**src/rtl/ifu_fetch_if.sv**
```systemverilog
// rtl/ifu_fetch_if.sv - fetch unit bus: instruction memory handshake plus decoder/writeback hand-off
interface ifu_fetch_if;
   logic        imem_req_valid;
   logic [31:0] imem_addr;
   logic        imem_req_ready;
   logic        imem_rsp_valid;
   logic [31:0] imem_rdata;
   logic [31:0] instruction;
   logic [31:0] pc;
   logic        IFU_done;
   logic        IDU_ready;
   logic        next_pc_valid;
   logic [31:0] next_pc;
   logic        fetch_err;
   logic [31:0] fetch_cnt;

   modport master (
      output imem_req_valid, imem_addr, instruction, pc, IFU_done, fetch_err, fetch_cnt,
      input  imem_req_ready, imem_rsp_valid, imem_rdata, IDU_ready, next_pc_valid, next_pc
   );

   modport slave (
      input  imem_req_valid, imem_addr, instruction, pc, IFU_done, fetch_err, fetch_cnt,
      output imem_req_ready, imem_rsp_valid, imem_rdata, IDU_ready, next_pc_valid, next_pc
   );
endinterface

```
**src/rtl/ifu_fetch.sv**
```systemverilog
// rtl/ifu_fetch.sv - single-outstanding instruction fetch FSM with timeout and sticky error
module ifu_fetch #(
   parameter logic [31:0] RESET_PC = 32'h8000_0000,
   parameter int          MAX_WAIT = 255
) (
   input  logic         clk,
   input  logic         rst_n,
   ifu_fetch_if.master  bus
);
   typedef enum logic [2:0] {IDLE, REQ, WAIT, DONE, WAIT_PC, ERR} state_t;

   localparam logic [7:0] MAX_WAIT_C = 8'(MAX_WAIT);

   state_t      state_q, state_d;
   logic [31:0] pc_q, pc_d;
   logic [31:0] instr_q, instr_d;
   logic [31:0] cnt_q, cnt_d;
   logic [7:0]  wait_cnt_q, wait_cnt_d;
   logic        req_valid_q, req_valid_d;
   logic        done_q, done_d;
   logic        err_q, err_d;

   always_comb begin
      state_d    = state_q;
      pc_d       = pc_q;
      instr_d    = instr_q;
      cnt_d      = cnt_q;
      wait_cnt_d = wait_cnt_q;
      case (state_q)
         IDLE: state_d = REQ;
         REQ: begin
            if (bus.imem_req_ready) begin
               state_d    = WAIT;
               wait_cnt_d = '0;
            end
         end
         WAIT: begin
            // a response in the timeout cycle still wins over ERR
            if (bus.imem_rsp_valid) begin
               instr_d = bus.imem_rdata;
               state_d = DONE;
            end else if (wait_cnt_q == MAX_WAIT_C) begin
               state_d = ERR;
            end else begin
               wait_cnt_d = wait_cnt_q + 8'd1;
            end
         end
         DONE: begin
            if (bus.IDU_ready) begin
               cnt_d = cnt_q + 32'd1;
               if (bus.next_pc_valid) begin
                  pc_d    = bus.next_pc;
                  state_d = (bus.next_pc[1:0] != 2'b00) ? ERR : REQ;
               end else begin
                  state_d = WAIT_PC;
               end
            end
         end
         WAIT_PC: begin
            if (bus.next_pc_valid) begin
               pc_d    = bus.next_pc;
               state_d = (bus.next_pc[1:0] != 2'b00) ? ERR : REQ;
            end
         end
         ERR:     state_d = ERR;
         default: state_d = ERR;
      endcase
      req_valid_d = (state_d == REQ);
      done_d      = (state_d == DONE);
      err_d       = (state_d == ERR);
   end

   always_ff @(posedge clk or negedge rst_n) begin
      if (!rst_n) begin
         state_q     <= IDLE;
         pc_q        <= RESET_PC;
         instr_q     <= '0;
         cnt_q       <= '0;
         wait_cnt_q  <= '0;
         req_valid_q <= 1'b0;
         done_q      <= 1'b0;
         err_q       <= 1'b0;
      end else begin
         state_q     <= state_d;
         pc_q        <= pc_d;
         instr_q     <= instr_d;
         cnt_q       <= cnt_d;
         wait_cnt_q  <= wait_cnt_d;
         req_valid_q <= req_valid_d;
         done_q      <= done_d;
         err_q       <= err_d;
      end
   end

   assign bus.imem_req_valid = req_valid_q;
   assign bus.imem_addr      = pc_q;
   assign bus.instruction    = instr_q;
   assign bus.pc             = pc_q;
   assign bus.IFU_done       = done_q;
   assign bus.fetch_err      = err_q;
   assign bus.fetch_cnt      = cnt_q;
endmodule

```
**src/flat_wrapper.sv**
```systemverilog
// flat-port wrapper written by rule: the top's interface ports become plain ports
module ifu_fetch_flat 
#(
   parameter logic [31:0] RESET_PC = 32'h8000_0000,
   parameter int          MAX_WAIT = 255
)
  (clk, rst_n, bus_imem_req_valid, bus_imem_addr, bus_instruction, bus_pc, bus_IFU_done, bus_fetch_err, bus_fetch_cnt, bus_imem_req_ready, bus_imem_rsp_valid, bus_imem_rdata, bus_IDU_ready, bus_next_pc_valid, bus_next_pc);
  ifu_fetch_if bus_i ();
  input  logic clk;
  input  logic rst_n;
  output wire logic [$bits(bus_i.imem_req_valid)-1:0] bus_imem_req_valid;
  output wire logic [$bits(bus_i.imem_addr)-1:0] bus_imem_addr;
  output wire logic [$bits(bus_i.instruction)-1:0] bus_instruction;
  output wire logic [$bits(bus_i.pc)-1:0] bus_pc;
  output wire logic [$bits(bus_i.IFU_done)-1:0] bus_IFU_done;
  output wire logic [$bits(bus_i.fetch_err)-1:0] bus_fetch_err;
  output wire logic [$bits(bus_i.fetch_cnt)-1:0] bus_fetch_cnt;
  input wire logic [$bits(bus_i.imem_req_ready)-1:0] bus_imem_req_ready;
  input wire logic [$bits(bus_i.imem_rsp_valid)-1:0] bus_imem_rsp_valid;
  input wire logic [$bits(bus_i.imem_rdata)-1:0] bus_imem_rdata;
  input wire logic [$bits(bus_i.IDU_ready)-1:0] bus_IDU_ready;
  input wire logic [$bits(bus_i.next_pc_valid)-1:0] bus_next_pc_valid;
  input wire logic [$bits(bus_i.next_pc)-1:0] bus_next_pc;
  assign bus_imem_req_valid = bus_i.imem_req_valid;
  assign bus_imem_addr = bus_i.imem_addr;
  assign bus_instruction = bus_i.instruction;
  assign bus_pc = bus_i.pc;
  assign bus_IFU_done = bus_i.IFU_done;
  assign bus_fetch_err = bus_i.fetch_err;
  assign bus_fetch_cnt = bus_i.fetch_cnt;
  assign bus_i.imem_req_ready = bus_imem_req_ready;
  assign bus_i.imem_rsp_valid = bus_imem_rsp_valid;
  assign bus_i.imem_rdata = bus_imem_rdata;
  assign bus_i.IDU_ready = bus_IDU_ready;
  assign bus_i.next_pc_valid = bus_next_pc_valid;
  assign bus_i.next_pc = bus_next_pc;
  ifu_fetch #(.RESET_PC(RESET_PC), .MAX_WAIT(MAX_WAIT)) u_core (.clk(clk), .rst_n(rst_n), .bus(bus_i));
endmodule
```
**config.mk**
```make
export PLATFORM = sky130hd
export DESIGN_NAME = ifu_fetch_flat
export DESIGN_NICKNAME = d
export VERILOG_FILES = /design/src/rtl/ifu_fetch_if.sv /design/src/rtl/ifu_fetch.sv /design/src/flat_wrapper.sv
export SDC_FILE = /design/constraint.sdc
export NUM_CORES = 1
export LEC_CHECK = 0
export ABC_AREA = 1
export ABC_CLOCK_PERIOD_IN_PS = 2400
export BUFFER_PORTS_ARGS = -buffer_cell sky130_fd_sc_hd__clkbuf_2
export CORE_ASPECT_RATIO = 0.6
export CORE_MARGIN = 5
export CORE_UTILIZATION = 53
export CTS_CLUSTER_SIZE = 24
export DETAILED_ROUTE_END_ITERATION = 10
export GPL_ROUTABILITY_DRIVEN = 1
export PLACE_DENSITY = 0.82
export SYNTH_ARGS = -nofsm -noshare
export SYNTH_HDL_FRONTEND = slang
export SYNTH_SLANG_ARGS = --single-unit
```
**constraint.sdc**
```tcl
create_clock -name clk -period 2.4 [get_ports clk]
set_input_delay 0.36 -clock clk [delete_from_list [all_inputs] [get_ports clk]]
set_output_delay 0.36 -clock clk [all_outputs]
set_load 0.05 [all_outputs]
```
======== After elaboration in Yosys (flattened, before gate mapping) ========
Cells that the tools add are included.
word-level totals
  bits in registers ....................... 110
  input port bits ......................... 70
  output and inout bits ................... 131
  word-level logic and storage cells ...... 45
operators by class
  add/sub/neg operators ................... 2
  equal/unequal tests ..................... 12
  mux-type cells .......................... 15
  reduce and logical (&&, ||, !) cells .... 8
operators by type and width
  operator                                                          count
  32-bit 2-to-1 mux                                                 2
  32-bit case mux with 2 select lines                               1
  32-bit by 1-bit adder with 32-bit output (second input constant)  1
  8-bit 2-to-1 mux                                                  3
  3-bit 2-to-1 mux                                                  7
  8-bit case mux with 2 select lines                                1
  3-bit case mux with 5 select lines                                1
  3-bit by 2-bit == test with 1-bit output (second input constant)  3
  8-bit by 1-bit adder with 8-bit output (second input constant)    1
  8-bit == test (second input constant)                             1
  2-bit != test (second input constant)                             4
  3-bit by 1-bit == test with 1-bit output (second input constant)  2
  3-bit == test (second input constant)                             2
  2-bit AND reduction                                               3
  2-bit nonzero test                                                3
  4-bit AND reduction                                               1
  3-bit logical NOT                                                 1

======== Depth between registers and ports, before layout ========
  word-level depth ........................ 6
  mapped depth ............................ 9
  mapped depth without buffers ............ 9

======== Worst setup path before layout ========
No wires, ideal clock.
  path kind ............................... register to register
  start ................................... register u_core.cnt_q[0], in the netlist u_core.bus.fetch_cnt[0]
  end ..................................... register u_core.cnt_q[22], in the netlist u_core.bus.fetch_cnt[22]
  data arrival time ....................... 1.640 ns
  data required time ...................... 2.280 ns
  slack ................................... 0.641 ns
  stages on the path, launching flop included .. 9
  period minus slack after synthesis ...... 1.759 ns
  path through ............................ dfrtp_1 -> ha_1 -> nand3_1 -> nor2_2 -> nand2_2 -> nor2_4 -> nand3_1 -> nand2_1 -> nand2_1
on the way
  longest elaborated chain between the ends .. 1
ends and longest elaborated chain
  item                                      line             text
  from (decl)                               ifu_fetch.sv:17  logic [31:0] cnt_q, cnt_d;
  from (signal assigned)                    ifu_fetch.sv:87  cnt_q <= cnt_d;
  32-bit by 1-bit adder with 32-bit output  ifu_fetch.sv:50  cnt_d = cnt_q + 32'd1;
Every way passes these cells.
A chain may end at the register's enable or synchronous reset.

======== Worst setup path in the final report ========
  start ................................... register u_core.state_q[2]
  end ..................................... register u_core.wait_cnt_q[7]
on the way
  longest elaborated chain between the ends .. 3
ends and longest elaborated chain
  item                                                                                                  line             text
  from (decl)                                                                                           ifu_fetch.sv:14  state_t state_q, state_d;
  from (signal assigned)                                                                                ifu_fetch.sv:84  state_q <= state_d;
  3-bit by 2-bit == test with 1-bit output or 3-bit by 1-bit == test with 1-bit output (tied branches)  ifu_fetch.sv:29  case (state_q)
  2-bit != test (no line) or 2-bit nonzero test (tied branches)                                         n/a
  4-bit AND reduction (no line)                                                                         n/a
  to (signal assigned)                                                                                  ifu_fetch.sv:88  wait_cnt_q <= wait_cnt_d;
  to (decl)                                                                                             ifu_fetch.sv:18  logic [7:0] wait_cnt_q, wait_cnt_d;
Several ways; a longest one is shown, not always the timed one.

==> metrics <==
count of clock tree sinks 110; fraction of final layout cells with drive strength greater than 1 30.9%; wire length of the first global-routing pass 22300 microns; routed wire length 13500 microns; worst setup path end u_core.wait_cnt_q[7]; class of the worst hold path input port to async pin; CTS resizes 0; core region area 9910 sq um; max-cap violations 0; site row count 28; mean cell area of the mapped netlist 8.69 sq um; most frequent standard cell in the layout excluding fill and tap cells sky130_fd_sc_hd__nand2_1; Vias 4611; filler instances 773; antenna violations before repair 0; die area 12400 sq um; end of the worst register-to-register path u_core.wait_cnt_q[7]; cts bufs inserted 9; unique cell type count in the Yosys netlist 28; cell with the largest stage delay on the worst path sky130_fd_sc_hd__dfrtp_1; ratio of routed vias to standard cells 4.95; worst r2r src u_core.state_q[2]; global-route track usage on met3 6.22%; CP cell instances inv_2, nand2_2, nor2_4, nand2_4, nand2_1, a21oi_1, buf_4, inv_1, nand2_1, nand2_1; Sum Neg Setup Slack 0 ps; worst skew pair latency 350 ps; non-filler cells, final 932; post-detailed-placement half-perimeter wirelength 10400 microns; total placed instance area 6300 sq um; buffer type at the clock tree root sky130_fd_sc_hd__clkbuf_16; synthesized netlist net count 693; critical path class register to register; hold-fix buffer count after cts 0; period utilisation layout 77.8%; transition time of the tightest slew-check pin 582 ps; CP required 2690 ps; total count of max-transition violations in the final report 0; htree depth 3; Synth Instances 621; register area share after synthesis 51.0%; warnings from Yosys 0; number of endpoints failing setup at the final stage 0; drc violations 0; reg2reg setup slack 530 ps; achievable clock frequency 535 MHz; Die Wd 140 microns; slew margin rel. 61.2%; endpoint class of the critical path register; number of placed cells counting well taps 916; port bufs 200; largest net degree at the start of global routing 46; 1st-iter DRT viols 286; Routability Congestion 0.900; final worst path period need 1870 ps; worst ir drop on vdd 0.372 mV; Critical Path Fanout Max 35; overall global routing resource usage 22.3%; GRT met1 Usage 30.9%; post-synthesis sequential element count 110; most frequent cells in the layout sky130_fd_sc_hd__nand2_1 (206), sky130_fd_sc_hd__clkbuf_2 (199), sky130_fd_sc_hd__dfrtp_1 (109), sky130_fd_sc_hd__nor2_1 (57), sky130_fd_sc_hd__nand3_1 (54); number of nets at the end of the flow 864; post-layout instance area 6600 sq um; total standard cell area after synthesis 5400 sq um; category of the worst setup path launch point register; Top-Level Pins 201; RSZ-0062 raised after global routing false; final clock skew 10.9 ps; residual overflow from global routing 0; number of hold violations in the final report 0; most used cell along the critical path sky130_fd_sc_hd__nand2_1; post-route antenna net violation count 0; average wire per cell in the routed design 14.4 microns; post-CTS setup-driven buffer insertion count 0; Worst Path Arrival 2150 ps; drt first pass iters 5; Layout area overhead 22.3%; depth of the worst register-to-register path 10; grt met2 use 36.4%; Final Core Density 66.5%; die height 88.2 microns; layer with the highest usage after global routing met2; vias in the first global route 4469; CTS max path bufs 2; Clock Pin Slew Worst Setup and Hold Paths 80 ps; clock tree from TritonCTS yes; worst stage delay on the critical path 420 ps; Critical Path Start u_core.state_q[2]; # diodes 0; run status complete, no violations; Static Leak 3.74 nW; starting utilization of the core area 54.4%; PwrDens 573 nW/um^2
-- worst min path at each step --
stage	endpoint	depth (start not counted)
after global routing	u_core.bus.fetch_cnt[10]	1
after floorplan	u_core.bus.IFU_done	0
final	u_core.bus.fetch_cnt[10]	1
after global placement	u_core.bus.fetch_cnt[18]	1
after detailed placement	u_core.bus.fetch_cnt[18]	1
after CTS	u_core.bus.fetch_cnt[17]	1
-- per-layer routing --
layer | vias to the layer above | part of all wire, %
li1 | 2266 | -
met1 | 2124 | 45
met2 | 210 | 46
met3 | 11 | 8.8
met4 | 0 | 0.63
met5 | - | 0
-- state kept, by name, indices dropped and copies added (netlist names) --
name / cells
u_core.wait_cnt_q: 8
u_core.state_q: 3
u_core.bus.instruction: 32
u_core.bus.imem_req_valid: 1
u_core.bus.fetch_err: 1
u_core.bus.fetch_cnt: 32
u_core.bus.imem_addr: 32
u_core.bus.IFU_done: 1
-- cell families (layout without fill, tap and decap cells) --
kind of cell / count (synthesis) / in the layout / share of synthesized area [%]
AND/OR/NAND/NOR: 352 / 352 / 27.9
flip-flops: 110 / 110 / 51.0
buffers and inverters: 95 / 271 / 9.55
multiplexers: 32 / 32 / 6.68
XOR/XNOR: 22 / 22 / 3.57
AO/OA/AOI/OAI: 8 / 8 / 0.788
adder cells (fa/ha/maj): 2 / 2 / 0.464
-- critical path: cells and delay by family (launching register included) --
family	cells	cell delay, ps
buffers and inverters	3	450
AO/OA/AOI/OAI	1	50
flip-flops	1	420
AND/OR/NAND/NOR	6	880
-- synthesized netlist by cell type --
| library cell | instances | share of area, % |
|---|---|---|
| sky130_fd_sc_hd__nand2_2 | 7 | 0.81 |
| sky130_fd_sc_hd__nand3_4 | 1 | 0.32 |
| sky130_fd_sc_hd__buf_6 | 4 | 0.83 |
| sky130_fd_sc_hd__xor2_1 | 16 | 2.6 |
| sky130_fd_sc_hd__nand2_1 | 206 | 14 |
| sky130_fd_sc_hd__mux2_2 | 3 | 0.63 |
| sky130_fd_sc_hd__a21o_1 | 1 | 0.14 |
| sky130_fd_sc_hd__nor2_4 | 3 | 0.63 |
| sky130_fd_sc_hd__o21ai_0 | 5 | 0.46 |
| sky130_fd_sc_hd__inv_2 | 1 | 0.070 |
| sky130_fd_sc_hd__ha_1 | 2 | 0.46 |
| sky130_fd_sc_hd__nand2_4 | 1 | 0.21 |
| sky130_fd_sc_hd__xnor2_1 | 6 | 0.97 |
| sky130_fd_sc_hd__buf_4 | 32 | 4.5 |
| sky130_fd_sc_hd__nand3b_1 | 1 | 0.14 |
| sky130_fd_sc_hd__nand3_1 | 54 | 5.0 |
| sky130_fd_sc_hd__nor2_1 | 57 | 4.0 |
| sky130_fd_sc_hd__and2_1 | 1 | 0.12 |
| sky130_fd_sc_hd__dfrtp_1 | 109 | 51 |
| sky130_fd_sc_hd__buf_2 | 7 | 0.65 |
| sky130_fd_sc_hd__nor2_2 | 6 | 0.70 |
| sky130_fd_sc_hd__nand4_1 | 12 | 1.4 |
| sky130_fd_sc_hd__mux2_1 | 29 | 6.1 |
| sky130_fd_sc_hd__a21oi_1 | 2 | 0.19 |
| sky130_fd_sc_hd__clkbuf_1 | 4 | 0.28 |
| sky130_fd_sc_hd__dfstp_2 | 1 | 0.49 |
| sky130_fd_sc_hd__inv_1 | 47 | 3.3 |
| sky130_fd_sc_hd__nor3_1 | 3 | 0.28 |
-- through the flow --
step / hold WS [ps] / setup WS [ps] / total power, mW
floorplan: 64.4 / 641 / 2.21
global placement: 381 / 682 / 2.33
detailed placement: 395 / 570 / 2.34
CTS: 15.3 / 539 / 3.82
global route: 45.2 / 396 / 3.94
finish: 8.93 / 532 / 3.78
-- where the power goes --
group	internal (mW)	total, mW	switching (mW)
combinational	0.0926	0.393	0.301
sequential	1.88	1.91	0.0257
clock	0.761	1.48	0.721
-- cell type report --
cell class	instances	area, sq um	area share [%]
well taps	135	169	2.56
clock buffers	10	239	3.62
repair buffers	207	1070	16.2
flip-flops and latches	110	2750	41.7
multi-input cells	416	2130	32.2
clock inverters	6	61.3	0.929
inverters	48	180	2.73
No activity file was read; power rests on OpenSTA's default activity.
